## config.mk

```make
export PLATFORM = sky130hd
export DESIGN_NAME = rob_flat
export DESIGN_NICKNAME = d
export VERILOG_FILES = /design/src/rtl/rob_if.sv /design/src/rtl/rob.sv /design/src/flat_wrapper.sv
export SDC_FILE = /design/constraint.sdc
export NUM_CORES = 1
export LEC_CHECK = 0
export ABC_CLOCK_PERIOD_IN_PS = 4700
export BUFFER_PORTS_ARGS = -buffer_cell sky130_fd_sc_hd__buf_2
export CAP_MARGIN = 20
export CORE_ASPECT_RATIO = 1.25
export CORE_MARGIN = 2
export CORE_UTILIZATION = 28
export DETAILED_ROUTE_END_ITERATION = 8
export PLACE_DENSITY = 0.42
export SLEW_MARGIN = 20
export SYNTH_ARGS = -nofsm -noshare
export SYNTH_HDL_FRONTEND = slang
export SYNTH_SLANG_ARGS = --single-unit
```

## constraint.sdc

```tcl
create_clock -name clk_in -period 4.7 [get_ports clk_in]
set_input_delay 0.235 -clock clk_in [delete_from_list [all_inputs] [get_ports clk_in]]
set_output_delay 0.235 -clock clk_in [all_outputs]
set_load 0.05 [all_outputs]
```

## src/rtl/rob_if.sv

```systemverilog
// Signal bundle between the reorder buffer and the decoder, the CDB producers and the
// register file. The master side drives issue, CDB and query ids. The slave side is the ROB.
interface rob_if #(parameter int ROB_SIZE_BIT = 3);
    logic                    issue_valid;
    logic [4:0]              issue_rd;
    logic                    issue_is_br;
    logic                    issue_pred_taken;
    logic [31:0]             issue_alt_pc;
    logic                    rob_full;
    logic [ROB_SIZE_BIT-1:0] rob_tail_id;

    logic                    cdb_valid;
    logic [ROB_SIZE_BIT-1:0] cdb_rob_id;
    logic [31:0]             cdb_value;
    logic                    cdb_taken;

    logic [ROB_SIZE_BIT-1:0] qry1_id;
    logic [ROB_SIZE_BIT-1:0] qry2_id;
    logic                    qry1_ready;
    logic [31:0]             qry1_value;
    logic                    qry2_ready;
    logic [31:0]             qry2_value;

    logic                    commit_valid;
    logic [4:0]              commit_rd;
    logic [31:0]             commit_value;
    logic [ROB_SIZE_BIT-1:0] commit_rob_id;
    logic                    flush_out;
    logic [31:0]             flush_pc;

    modport master (
        output issue_valid, issue_rd, issue_is_br, issue_pred_taken, issue_alt_pc,
        output cdb_valid, cdb_rob_id, cdb_value, cdb_taken,
        output qry1_id, qry2_id,
        input  rob_full, rob_tail_id,
        input  qry1_ready, qry1_value, qry2_ready, qry2_value,
        input  commit_valid, commit_rd, commit_value, commit_rob_id,
        input  flush_out, flush_pc
    );

    modport slave (
        input  issue_valid, issue_rd, issue_is_br, issue_pred_taken, issue_alt_pc,
        input  cdb_valid, cdb_rob_id, cdb_value, cdb_taken,
        input  qry1_id, qry2_id,
        output rob_full, rob_tail_id,
        output qry1_ready, qry1_value, qry2_ready, qry2_value,
        output commit_valid, commit_rd, commit_value, commit_rob_id,
        output flush_out, flush_pc
    );
endinterface

```

## src/rtl/rob.sv

```systemverilog
// Circular reorder buffer with in-order commit and branch-mispredict flush.
// Define ROB_CDB_BYPASS_EN to let a CDB result commit and forward to queries in the same cycle.
module rob #(
    parameter int ROB_SIZE_BIT = 3
) (
    input  logic   clk_in,
    input  logic   rst_in,
    input  logic   rdy_in,
    rob_if.slave   bus
);
    localparam int N = 1 << ROB_SIZE_BIT;
    localparam logic [ROB_SIZE_BIT:0] FULL_COUNT = (ROB_SIZE_BIT+1)'(N);

    typedef logic [ROB_SIZE_BIT-1:0] id_t;

    logic [N-1:0]      r_busy;
    logic [N-1:0]      r_ready;
    logic [N-1:0]      r_isBr;
    logic [N-1:0]      r_predTaken;
    logic [N-1:0]      r_taken;
    logic [4:0]        r_rd    [N];
    logic [31:0]       r_value [N];
    logic [31:0]       r_altPc [N];
    id_t               r_head;
    id_t               r_tail;
    logic [ROB_SIZE_BIT:0] r_count;

    logic        w_full;
    logic        w_issue;
    logic        w_cdb;
    logic        w_cdbHead;
    logic        w_commit;
    logic        w_headTaken;
    logic [31:0] w_headValue;
    logic        w_mispredict;

    assign w_full           = (r_count == FULL_COUNT);
    assign bus.rob_full     = w_full;
    assign bus.rob_tail_id  = r_tail;

    assign w_issue = rdy_in & bus.issue_valid & ~w_full;
    assign w_cdb   = rdy_in & bus.cdb_valid & r_busy[bus.cdb_rob_id];

`ifdef ROB_CDB_BYPASS_EN
    assign w_cdbHead = w_cdb & (bus.cdb_rob_id == r_head);
`else
    assign w_cdbHead = 1'b0;
`endif

    // A result arriving on the CDB for the head takes priority over the stored copy.
    assign w_commit     = rdy_in & r_busy[r_head] & (r_ready[r_head] | w_cdbHead);
    assign w_headTaken  = w_cdbHead ? bus.cdb_taken : r_taken[r_head];
    assign w_headValue  = w_cdbHead ? bus.cdb_value : r_value[r_head];
    assign w_mispredict = w_commit & r_isBr[r_head] & (w_headTaken != r_predTaken[r_head]);

    always_comb begin
        bus.qry1_ready = r_busy[bus.qry1_id] & r_ready[bus.qry1_id];
        bus.qry1_value = r_busy[bus.qry1_id] ? r_value[bus.qry1_id] : 32'd0;
        bus.qry2_ready = r_busy[bus.qry2_id] & r_ready[bus.qry2_id];
        bus.qry2_value = r_busy[bus.qry2_id] ? r_value[bus.qry2_id] : 32'd0;
`ifdef ROB_CDB_BYPASS_EN
        if (bus.cdb_valid && (bus.cdb_rob_id == bus.qry1_id)) begin
            bus.qry1_ready = 1'b1;
            bus.qry1_value = bus.cdb_value;
        end
        if (bus.cdb_valid && (bus.cdb_rob_id == bus.qry2_id)) begin
            bus.qry2_ready = 1'b1;
            bus.qry2_value = bus.cdb_value;
        end
`endif
    end

    always_ff @(posedge clk_in) begin
        if (rst_in) begin
            r_busy            <= '0;
            r_ready           <= '0;
            r_head            <= '0;
            r_tail            <= '0;
            r_count           <= '0;
            bus.commit_valid  <= 1'b0;
            bus.commit_rd     <= '0;
            bus.commit_value  <= '0;
            bus.commit_rob_id <= '0;
            bus.flush_out     <= 1'b0;
            bus.flush_pc      <= '0;
        end else begin
            bus.commit_valid <= 1'b0;
            bus.flush_out    <= 1'b0;
            if (w_mispredict) begin
                // Everything younger than the branch is wrong-path work; drop it all.
                bus.commit_valid  <= 1'b1;
                bus.commit_rd     <= '0;
                bus.commit_value  <= w_headValue;
                bus.commit_rob_id <= r_head;
                bus.flush_out     <= 1'b1;
                bus.flush_pc      <= r_altPc[r_head];
                r_busy            <= '0;
                r_ready           <= '0;
                r_head            <= '0;
                r_tail            <= '0;
                r_count           <= '0;
            end else begin
                if (w_issue) begin
                    r_busy[r_tail]      <= 1'b1;
                    r_ready[r_tail]     <= 1'b0;
                    r_rd[r_tail]        <= bus.issue_rd;
                    r_isBr[r_tail]      <= bus.issue_is_br;
                    r_predTaken[r_tail] <= bus.issue_pred_taken;
                    r_altPc[r_tail]     <= bus.issue_alt_pc;
                    r_value[r_tail]     <= '0;
                    r_taken[r_tail]     <= 1'b0;
                    r_tail              <= r_tail + id_t'(1);
                end
                if (w_cdb) begin
                    r_ready[bus.cdb_rob_id] <= 1'b1;
                    r_value[bus.cdb_rob_id] <= bus.cdb_value;
                    r_taken[bus.cdb_rob_id] <= bus.cdb_taken;
                end
                if (w_commit) begin
                    bus.commit_valid  <= 1'b1;
                    bus.commit_rd     <= r_rd[r_head];
                    bus.commit_value  <= w_headValue;
                    bus.commit_rob_id <= r_head;
                    r_busy[r_head]    <= 1'b0;
                    r_head            <= r_head + id_t'(1);
                end
                r_count <= r_count + (ROB_SIZE_BIT+1)'(w_issue) - (ROB_SIZE_BIT+1)'(w_commit);
            end
        end
    end
endmodule

```

## src/flat_wrapper.sv

```systemverilog
// flat-port wrapper written by rule: the top's interface ports become plain ports
module rob_flat 
#(
    parameter int ROB_SIZE_BIT = 3
)
  (clk_in, rst_in, rdy_in, bus_issue_valid, bus_issue_rd, bus_issue_is_br, bus_issue_pred_taken, bus_issue_alt_pc, bus_cdb_valid, bus_cdb_rob_id, bus_cdb_value, bus_cdb_taken, bus_qry1_id, bus_qry2_id, bus_rob_full, bus_rob_tail_id, bus_qry1_ready, bus_qry1_value, bus_qry2_ready, bus_qry2_value, bus_commit_valid, bus_commit_rd, bus_commit_value, bus_commit_rob_id, bus_flush_out, bus_flush_pc);
  rob_if #(.ROB_SIZE_BIT(ROB_SIZE_BIT)) bus_i ();
  input  logic clk_in;
  input  logic rst_in;
  input  logic rdy_in;
  input wire logic [$bits(bus_i.issue_valid)-1:0] bus_issue_valid;
  input wire logic [$bits(bus_i.issue_rd)-1:0] bus_issue_rd;
  input wire logic [$bits(bus_i.issue_is_br)-1:0] bus_issue_is_br;
  input wire logic [$bits(bus_i.issue_pred_taken)-1:0] bus_issue_pred_taken;
  input wire logic [$bits(bus_i.issue_alt_pc)-1:0] bus_issue_alt_pc;
  input wire logic [$bits(bus_i.cdb_valid)-1:0] bus_cdb_valid;
  input wire logic [$bits(bus_i.cdb_rob_id)-1:0] bus_cdb_rob_id;
  input wire logic [$bits(bus_i.cdb_value)-1:0] bus_cdb_value;
  input wire logic [$bits(bus_i.cdb_taken)-1:0] bus_cdb_taken;
  input wire logic [$bits(bus_i.qry1_id)-1:0] bus_qry1_id;
  input wire logic [$bits(bus_i.qry2_id)-1:0] bus_qry2_id;
  output wire logic [$bits(bus_i.rob_full)-1:0] bus_rob_full;
  output wire logic [$bits(bus_i.rob_tail_id)-1:0] bus_rob_tail_id;
  output wire logic [$bits(bus_i.qry1_ready)-1:0] bus_qry1_ready;
  output wire logic [$bits(bus_i.qry1_value)-1:0] bus_qry1_value;
  output wire logic [$bits(bus_i.qry2_ready)-1:0] bus_qry2_ready;
  output wire logic [$bits(bus_i.qry2_value)-1:0] bus_qry2_value;
  output wire logic [$bits(bus_i.commit_valid)-1:0] bus_commit_valid;
  output wire logic [$bits(bus_i.commit_rd)-1:0] bus_commit_rd;
  output wire logic [$bits(bus_i.commit_value)-1:0] bus_commit_value;
  output wire logic [$bits(bus_i.commit_rob_id)-1:0] bus_commit_rob_id;
  output wire logic [$bits(bus_i.flush_out)-1:0] bus_flush_out;
  output wire logic [$bits(bus_i.flush_pc)-1:0] bus_flush_pc;
  assign bus_i.issue_valid = bus_issue_valid;
  assign bus_i.issue_rd = bus_issue_rd;
  assign bus_i.issue_is_br = bus_issue_is_br;
  assign bus_i.issue_pred_taken = bus_issue_pred_taken;
  assign bus_i.issue_alt_pc = bus_issue_alt_pc;
  assign bus_i.cdb_valid = bus_cdb_valid;
  assign bus_i.cdb_rob_id = bus_cdb_rob_id;
  assign bus_i.cdb_value = bus_cdb_value;
  assign bus_i.cdb_taken = bus_cdb_taken;
  assign bus_i.qry1_id = bus_qry1_id;
  assign bus_i.qry2_id = bus_qry2_id;
  assign bus_rob_full = bus_i.rob_full;
  assign bus_rob_tail_id = bus_i.rob_tail_id;
  assign bus_qry1_ready = bus_i.qry1_ready;
  assign bus_qry1_value = bus_i.qry1_value;
  assign bus_qry2_ready = bus_i.qry2_ready;
  assign bus_qry2_value = bus_i.qry2_value;
  assign bus_commit_valid = bus_i.commit_valid;
  assign bus_commit_rd = bus_i.commit_rd;
  assign bus_commit_value = bus_i.commit_value;
  assign bus_commit_rob_id = bus_i.commit_rob_id;
  assign bus_flush_out = bus_i.flush_out;
  assign bus_flush_pc = bus_i.flush_pc;
  rob #(.ROB_SIZE_BIT(ROB_SIZE_BIT)) u_core (.clk_in(clk_in), .rst_in(rst_in), .rdy_in(rdy_in), .bus(bus_i));
endmodule
```

==> results of run 1 <==
[cell usage in the layout, fill, tap and decap left out, types with 17 or more instances in the layout]
cell           Yosys  routed
edfxtp_1         576     576
mux4_2           282     282
buf_2             61     224
nor3_1           188     188
nand2_1          162     161
mux2i_1          142     140
nor2_1           135     126
dfxtp_1          103      97
clkbuf_16          0      80
nor3_2            71      71
dlygate4sd3_1      0      68
buf_4              4      57
a31oi_1           32      32
a311oi_1          32      32
a211oi_1          32      32
clkbuf_1          98      23
a21oi_1           25      17
[cells by family after synthesis]
logic type                 after synthesis  share of synthesized area, %
xor gates and xnor gates                 6                         0.162
DFF                                    679                          59.7
adders and majority gates                8                         0.332
and+or+nand+nor                        589                          9.18
AOI/OAI and AO/OA                      150                          3.47
buffers and inverters                  215                          2.98
muxes                                  431                          24.2
[per-stage QoR]
step                      hold slack, ns  setup slack [ns]
final                             0.0478             0.955
after detailed placement           0.455             0.956
after floorplan                    0.334             0.450
after CTS                        0.00387             0.950
after global routing              0.0278             0.749
after global placement             0.452              1.04
[final cells by class]
type | count | share of cell area (%)
sequential | 679 | 49.9
tap | 1551 | 4.99
clock buffer | 114 | 5.76
antenna | 1 | 0.00644
clock inverter | 32 | 1.10
inverter | 14 | 0.148
timing repair buffer | 361 | 6.35
multi-input combinational | 1184 | 31.8
[routing by layer]
| metal | vias to the layer above | wire (µm) |
|---|---|---|
| li1 | 8826 | - |
| met1 | 10600 | 43100 |
| met5 | - | 52 |
| met4 | 8 | 1670 |
| met3 | 123 | 6830 |
| met2 | 656 | 52000 |
[worst max-delay path, stage by stage (launching register included)]
cell and delay [ns]:
dfxtp_4 0.61, buf_4 0.38, nor2b_1 0.09, a2bb2oi_1 0.18, nand4_2 0.30, inv_6 0.16
a31o_4 0.61, buf_12 0.75, nor3_1 0.17
[synth_stat cells, types with 2 or more instances]
master,count
edfxtp_1,576
mux4_2,282
nor3_1,188
nand2_1,162
mux2i_1,142
nor2_1,135
dfxtp_1,103
clkbuf_1,98
nor3_2,71
buf_2,61
a211oi_1,32
a311oi_1,32
a31oi_1,32
buf_1,29
a21oi_1,25
inv_1,12
a31o_2,9
buf_6,9
and3_1,8
a211oi_2,7
ha_1,7
nor2b_1,6
mux2_2,5
buf_4,4
nand3_1,4
xor2_1,4
and2_1,3
nand2b_1,3
nor3b_1,3
o221a_2,3
a221oi_1,2
inv_2,2
mux2_1,2
o21ai_0,2
or2_1,2
or3_1,2
xnor2_1,2
[state kept, by name (all words and copies together) (netlist names), named ones only]
name and count:
u_core.r_taken 8, u_core.bus.commit_rob_id 3, u_core.bus.commit_valid 1, u_core.r_altPc 256, u_core.r_head 3, u_core.bus.flush_pc 32
u_core.bus.flush_out 1, u_core.bus.commit_value 32, u_core.r_isBr 8, u_core.r_value 256, u_core.r_busy 8, u_core.r_ready 8
u_core.r_predTaken 8, u_core.bus.commit_rd 5, u_core.bus.rob_tail_id 3, u_core.r_count 4, u_core.r_rd 40
[worst paths after layout]
path | startpoint | end | depth (start not counted)
worst max-delay path | u_core.r_head[1]$_SDFFE_PN0N_ | u_core.r_value[7][5]$_SDFFCE_PN0P_ | 8
worst min-delay path | bus_cdb_value[30] | u_core.r_value[6][30]$_SDFFCE_PN0P_ | 3
worst max register to register | u_core.r_head[1]$_SDFFE_PN0N_ | u_core.r_value[7][5]$_SDFFCE_PN0P_ | 8
worst min register to register | u_core.bus.commit_rob_id[1]$_SDFFE_PP0P_ | u_core.bus.commit_rob_id[1]$_SDFFE_PP0P_ | 2
[power groups by stage]
| stage | Clock [mW] | Combinational, mW | Sequential (mW) |
|---|---|---|---|
| detailed placement | 0 | 0.905 | 6.74 |
| finish | 6.38 | 0.941 | 6.61 |
| global placement | 0 | 0.896 | 6.73 |
| floorplan | 0 | 0.559 | 6.73 |
| global route | 6.78 | 1.01 | 6.61 |
| CTS | 6.55 | 0.959 | 6.61 |
==> flow_summary.ini, run 1 <==
[worst_setup_path]
path_max_fanout = 187
start_kind = flop
crit_required_ns = 5.02
path_class = reg2reg
cp.arrival_ns = 4.07
r2r_slack_ns = 0.96
cp-end-kind = flop

[sta]
fmax_mhz = 267
finalSetupTns_ns = 0
min_period_ns = 3.74
finalSetupViolCount = 0
final_max_slew_viol_count = 0
rsz0062_at_grt = false
hold_viol = 0
relSlewSlack_pct = 34.1
worstMarginPinSlew_ns = 0.988
skew_ns = 0.0258
period_share_pct = 79.7

[synthesis]
synth_fp_nets = 2172
synth_largest_area_cell = edfxtp_1
syn_area_per_cell_um2 = 15.6
ys_ff_latch = 679
synth-async-reset-ratio_pct = 0
synth-seq-area-share_pct = 59.7
syn_area_um2 = 32400
synth_top_area_share_pct = 53.3
yosysWarningCount = 0
synth_cells = 2078
synth-edff-count = 576
synthFlopType = edfxtp_1
yosysUniqueCellTypes = 46
ys_top_cells_by_area = edfxtp_1 (53%), mux4_2 (20%), dfxtp_1 (6.4%)

[clock_network]
cts_tree = done
clock_sinks = 679
cts_max_path_buffers = 3
postCtsResizedCells = 0
h-tree-depth = 3
cts_hold_buf = 68
postCtsSetupBuffers = 0
cts_root_buf = clkbuf_16
clk_pin_slew_ns = 0.06
numCtsBuffers = 79
clk-insertion-delay-late_ns = 0.62

[power_and_ir_drop]
p_per_area_nw_per_um2 = 358
p_switching_mw = 3.16
pwr-share-seq_pct = 47.5
peakVddDrop_uv = 235
p_clk_share_pct = 45.8
p_int_mw = 10.8
netSwitchingFraction_pct = 22.7
p_total_mw = 13.9
comb_power_share_pct = 6.8
power_leakage_nw = 12.2

[die]
core_area_um2 = 115000
fp.dieW_um = 308
dieArea_um2 = 119000
ios = 230
dieHeight_um = 385
initial_core_util_pct = 28.2
num_rows = 139

[global_route]
use_met2_pct = 30.4
grt_util_met3_pct = 3.50
grt_busiest_layer = met2
first_global_vias = 21300
grt_max_degree = 188
antenna_found_initial = 10
grt.overflow.total = 0
met1_usage_pct = 22.1
grt_usage_pct = 17.4
grt_pass1_wl_mm = 150

[layout]
drive_above_1_share_pct = 34.4
seqCellArea_um2 = 19400
fin_nets = 2413
area_growth_pct = 19.8
final_cells = 3936
fillers = 11200
multi_input_area_um2 = 12400
postLayoutCoreUtil_pct = 33.8
fin_area_um2 = 38900

[run]
maxCapViolations = 0

[place]
portBuffers = 229
place.gp.congestion = 0.758
post_dp_cell_area_um2 = 35500
dpl.cell_count = 3721
dp_hpwl_mm = 60.3

[routing]
via_per_inst = 5.14
final_antenna_net_count = 0
detail_route.wl_per_cell_um = 26.3
vias = 20200
drc_errors = 0
firstDrtPassIters = 5
drt_iter0_markers = 1365
wirelength_mm = 104

[run_status]
status = finished clean

[worst_hold_path]
worst_hold_path_type = in2reg
Note: power is estimated with default switching activity, not from simulation.
==> run 2, diff against run 1 <==
- ABC_CLOCK_PERIOD_IN_PS: 4700 -> 3800
- clock period: 4.7 -> 3.8 ns (I/O delays scaled with it)
==> run 2 against run 1 <==
Compared with the run above:
- non-clock buffer count up 16
- maximum frequency up 13%
- power up 21%
- flip-flop and latch count unchanged
- sequential share of layout area down 0.18 points
- via count up 0.76%
==> flow_summary.ini, run 2 (synthesis results as in run 1) <==
[worst_setup_path]
rr_startpoint = u_core.r_head[0]$_SDFFE_PN0N_
path_max_fanout = 113
crit_required_ns = 4.16
cp.arrival_ns = 3.67
worstPathBufferInverterCount = 1
start_kind = flop
critical_path.top_delay_family = multiplexers
slowest_stage = buf_12
max_stage_delay_ns = 0.55
path_class = reg2reg
startpoint = u_core.r_head[0]$_SDFFE_PN0N_
cp-end-kind = flop
worstPathCellList = mux4_2 > mux2i_1 > xor2_4 > a31o_4 > buf_12 > nor3_1

[die]
fp.dieW_um = 308
initial_core_util_pct = 28.2
dieArea_um2 = 119000
core_area_um2 = 115000
ios = 230
dieHeight_um = 385
num_rows = 139

[layout]
fillers = 11200
multi_input_area_um2 = 12400
final_cell_mix = edfxtp_1 (576), mux4_2 (282), buf_2 (224), nor3_1 (188), nand2_1 (161)
drive_above_1_share_pct = 34.8
area_growth_pct = 20.3
seqCellArea_um2 = 19400
top_regs = u_core.r_altPc (256), u_core.r_value (256), u_core.r_rd (40)
fin_nets = 2429
layout_commonest_cell = edfxtp_1

[clock_network]
clk-insertion-delay-late_ns = 0.65
postCtsResizedCells = 0
clk_pin_slew_ns = 0.06
cts_max_path_buffers = 3
clock_sinks = 679
cts_root_buf = clkbuf_16
numCtsBuffers = 79
cts_tree = done
h-tree-depth = 3

[routing]
final_antenna_net_count = 0
via_per_inst = 5.15
drt_iter0_markers = 1556
firstDrtPassIters = 5
drc_errors = 0
vias = 20400
wirelength_mm = 104
detail_route.wl_per_cell_um = 26.4

[run]
maxCapViolations = 0

[power_and_ir_drop]
netSwitchingFraction_pct = 23.7
p_switching_mw = 3.99
pwr-share-seq_pct = 48.7
comb_power_share_pct = 7.1
p_int_mw = 12.8
p_clk_share_pct = 44.2
power_leakage_nw = 12.2
p_per_area_nw_per_um2 = 430
peakVddDrop_uv = 381

[worst_hold_path]
worstHoldStart = bus_issue_valid
worst_hold_path_type = in2reg

[global_route]
grt_max_degree = 123
antenna_found_initial = 13
first_global_vias = 21800
grt_pass1_wl_mm = 153
grt_usage_pct = 17.6
grt.overflow.total = 0

[sta]
rsz0062_at_grt = false
finalSetupTns_ns = 0
final_max_slew_viol_count = 0
fin_ws_ns = 0.490
fmax_mhz = 302
period_share_pct = 87.1
min_period_ns = 3.31
hold_viol = 0
finalSetupViolCount = 0
skew_ns = 0.0329
worstMarginPinSlew_ns = 1.00
relSlewSlack_pct = 33.0

[place]
portBuffers = 229
dp_hpwl_mm = 61.1
post-place-ws_ns = 0.463
place.gp.congestion = 0.785

[run_status]
status = finished clean
[run 2: path summary, 6_finish.rpt]
kind / end / cells past startpoint / slack (ns)
worst max-delay path: u_core.r_value[6][20]$_SDFFCE_PN0P_ / 6 / 0.49
worst max register to register: u_core.r_value[6][20]$_SDFFCE_PN0P_ / 6 / 0.49
worst min register to register: u_core.bus.commit_rob_id[2]$_SDFFE_PP0P_ / 2 / 0.46
worst min-delay path: u_core.bus.rob_tail_id[1]$_SDFFE_PN0N_ / 4 / 0.03
[run 2: final cells by class]
cell class,instances,area share (%)
diodes,4,0.0257
clock buffers,106,5.56
clock inverters,37,0.860
inverters,14,0.148
multi-input cells,1184,31.7
flip-flops and latches,679,49.7
well taps,1551,4.97
repair buffers,377,7.08
[run 2: repair_timing]
action / CTS / global route
hold buffers: 71 / 0
hold endpoints to repair: 567 / 0
setup buffers: 0 / 0
[run 2: metrics by stage]
stage | hold WS [ns] | std cells | util [%] | cell area, µm² | total power, mW
2_1_floorplan | 0.289 | 2078 | - | 32500 | 9.02
6_report | 0.0320 | 3952 | 33.9 | 39000 | 16.8
4_1_cts | 0.0185 | 3948 | 33.9 | 39000 | 17.1
5_1_grt | 0.0808 | 3951 | 33.9 | 39000 | 17.4
3_5_place_dp | 0.449 | 3734 | 31.1 | 35800 | 9.49
3_3_place_gp | 0.453 | 3734 | 31.1 | 35800 | 9.47
[run 2: power by group through the flow]
stage / combinational [mW] / clock (mW) / sequential [mW]
2_1_floorplan: 0.693 / 0 / 8.33
3_3_place_gp: 1.14 / 0 / 8.33
3_5_place_dp: 1.15 / 0 / 8.33
4_1_cts: 1.22 / 7.66 / 8.18
5_1_grt: 1.28 / 7.92 / 8.18
6_report: 1.20 / 7.42 / 8.18
[run 2: metal layers]
layer	track usage, %	up-vias	part of all wire, %
met5	0	-	0.069
met4	5.43	12	2.5
met3	3.53	163	5.9
met2	31.3	652	51
met1	21.5	10700	40
li1	-	8873	-
[run 2: tightest hold or removal path, stage by stage]
cell	delay [ns]
buf_2	0.11
nand2_1	0.08
o21ai_0	0.15
a21oi_1	0.07
==> run 3, diff against run 2 <==
- BUFFER_PORTS_ARGS: -buffer_cell sky130_fd_sc_hd__buf_2 -> -buffer_cell sky130_fd_sc_hd__clkbuf_2
==> run 3 against run 2 <==
Compared with the run above:
- sequential power about the same
- critical endpoint is now u_core.r_value[7][7]$_SDFFCE_PN0P_
- cell count barely moved
- count of clock-buffer cells in the layout stayed put
- die area did not move
- design area rose by 0.55%
- highest routed layer unchanged
- largest cell class unchanged
==> flow_summary.ini, run 3 (synthesis results as in run 1) <==
[place]
dp_hpwl_mm = 59.7
dpl.cell_count = 3729
post_dp_cell_area_um2 = 35800
portBuffers = 229
post-place-ws_ns = 0.595
place.gp.congestion = 0.765

[die]
num_rows = 139
ios = 230
core_area_um2 = 115000
dieHeight_um = 385
dieArea_um2 = 119000
initial_core_util_pct = 28.2
fp.dieW_um = 308

[global_route]
antenna_found_initial = 9
grt_max_degree = 138
grt_usage_pct = 17.5
grt.overflow.total = 0
first_global_vias = 21500
grt_pass1_wl_mm = 151

[layout]
top_regs = u_core.r_altPc (256), u_core.r_value (256), u_core.r_rd (40)
layout_commonest_cell = edfxtp_1
fin_nets = 2425
area_growth_pct = 20.9
postLayoutCoreUtil_pct = 34.1
final_cells = 3954
drive_above_1_share_pct = 34.8
final_cell_mix = edfxtp_1 (576), mux4_2 (282), clkbuf_2 (224), nor3_1 (188), nand2_1 (161)
fin_area_um2 = 39200

[power_and_ir_drop]
power_leakage_nw = 12.2
peakVddDrop_uv = 351
p_per_area_nw_per_um2 = 437
p_total_mw = 17.1

[routing]
drt_iter0_markers = 1521
vias = 20300
firstDrtPassIters = 5
detail_route.wl_per_cell_um = 26.2
drc_errors = 0
wirelength_mm = 104
final_antenna_net_count = 0
via_per_inst = 5.14

[sta]
final_max_slew_viol_count = 0
fmax_mhz = 314
min_period_ns = 3.19
relSlewSlack_pct = 25.5
finalSetupViolCount = 0
period_share_pct = 83.9
hold_viol = 0
rsz0062_at_grt = false
worstMarginPinSlew_ns = 1.12
skew_ns = 0.0334
fin_ws_ns = 0.611

[clock_network]
h-tree-depth = 3
cts_root_buf = clkbuf_16
clk_pin_slew_ns = 0.06
postCtsResizedCells = 0
cts_tree = done
clk-insertion-delay-late_ns = 0.67
clock_sinks = 679
cts_max_path_buffers = 3
numCtsBuffers = 79

[worst_hold_path]
worst_hold_path_type = in2reg

[worst_setup_path]
path_max_fanout = 76
cp-end-kind = flop
path_class = reg2reg
cp.arrival_ns = 3.57
crit_required_ns = 4.18
start_kind = flop

[run_status]
status = finished clean

[run]
maxCapViolations = 0
-- run 3: final timing paths --
check	startpoint	end	slack, ns	cells after the start
max reg2reg	u_core.r_head[0]$_SDFFE_PN0N_	u_core.r_value[7][7]$_SDFFCE_PN0P_	0.61	7
max	u_core.r_head[0]$_SDFFE_PN0N_	u_core.r_value[7][7]$_SDFFCE_PN0P_	0.61	7
min reg2reg	u_core.r_ready[6]$_SDFF_PN0_	u_core.r_ready[6]$_SDFF_PN0_	0.49	2
min	bus_cdb_taken	u_core.r_taken[5]$_DFFE_PP_	0.08	3
-- run 3: power breakdown --
group / internal (mW) / switching, mW
logic: 0.436 / 0.760
registers: 8.13 / 0.0469
clock network: 4.55 / 3.23
total: 13.1 / 4.03
-- run 3: metrics by stage --
stage / TNS [ns] / hold WS, ns
global placement: 0 / 0.458
global route: 0 / 0.0913
floorplan: -183.60 / 0.289
CTS: 0 / 0.0363
finish: 0 / 0.0813
detailed placement: 0 / 0.468
-- run 3: layer usage --
metal | share of wire, % | wire length [µm] | vias up | GRT usage (%)
met5 | 0.041 | 43 | - | 0
met4 | 2.4 | 2540 | 6 | 5.31
met3 | 6.4 | 6670 | 162 | 3.49
met2 | 51 | 52900 | 700 | 31.1
met1 | 40 | 41600 | 10600 | 21.2
li1 | - | - | 8864 | -
-- run 3: repair_timing --
action | 4_1_cts | 5_1_grt
hold buffers | 72 | 0
setup buffers | 0 | 0
hold endpoints to repair | 569 | 0
-- run 3: area by class of cell --
cell class / count / area (µm²)
multi-input cells: 1184 / 12400
flip-flops and latches: 679 / 19400
clock inverters: 41 / 489
fillers: 11100 / 75700
clock buffers: 106 / 2180
diodes: 6 / 15.0
repair buffers: 373 / 2810
inverters: 14 / 57.6
well taps: 1551 / 1940
-- run 3: critical path, cell delays in order (launching register included) --
cell and delay (ns):
dfxtp_4 0.53, mux4_2 0.53, mux2i_1 0.40, xor2_4 0.21, a31o_4 0.34, buf_12 0.33
buf_12 0.33, nor3_1 0.12
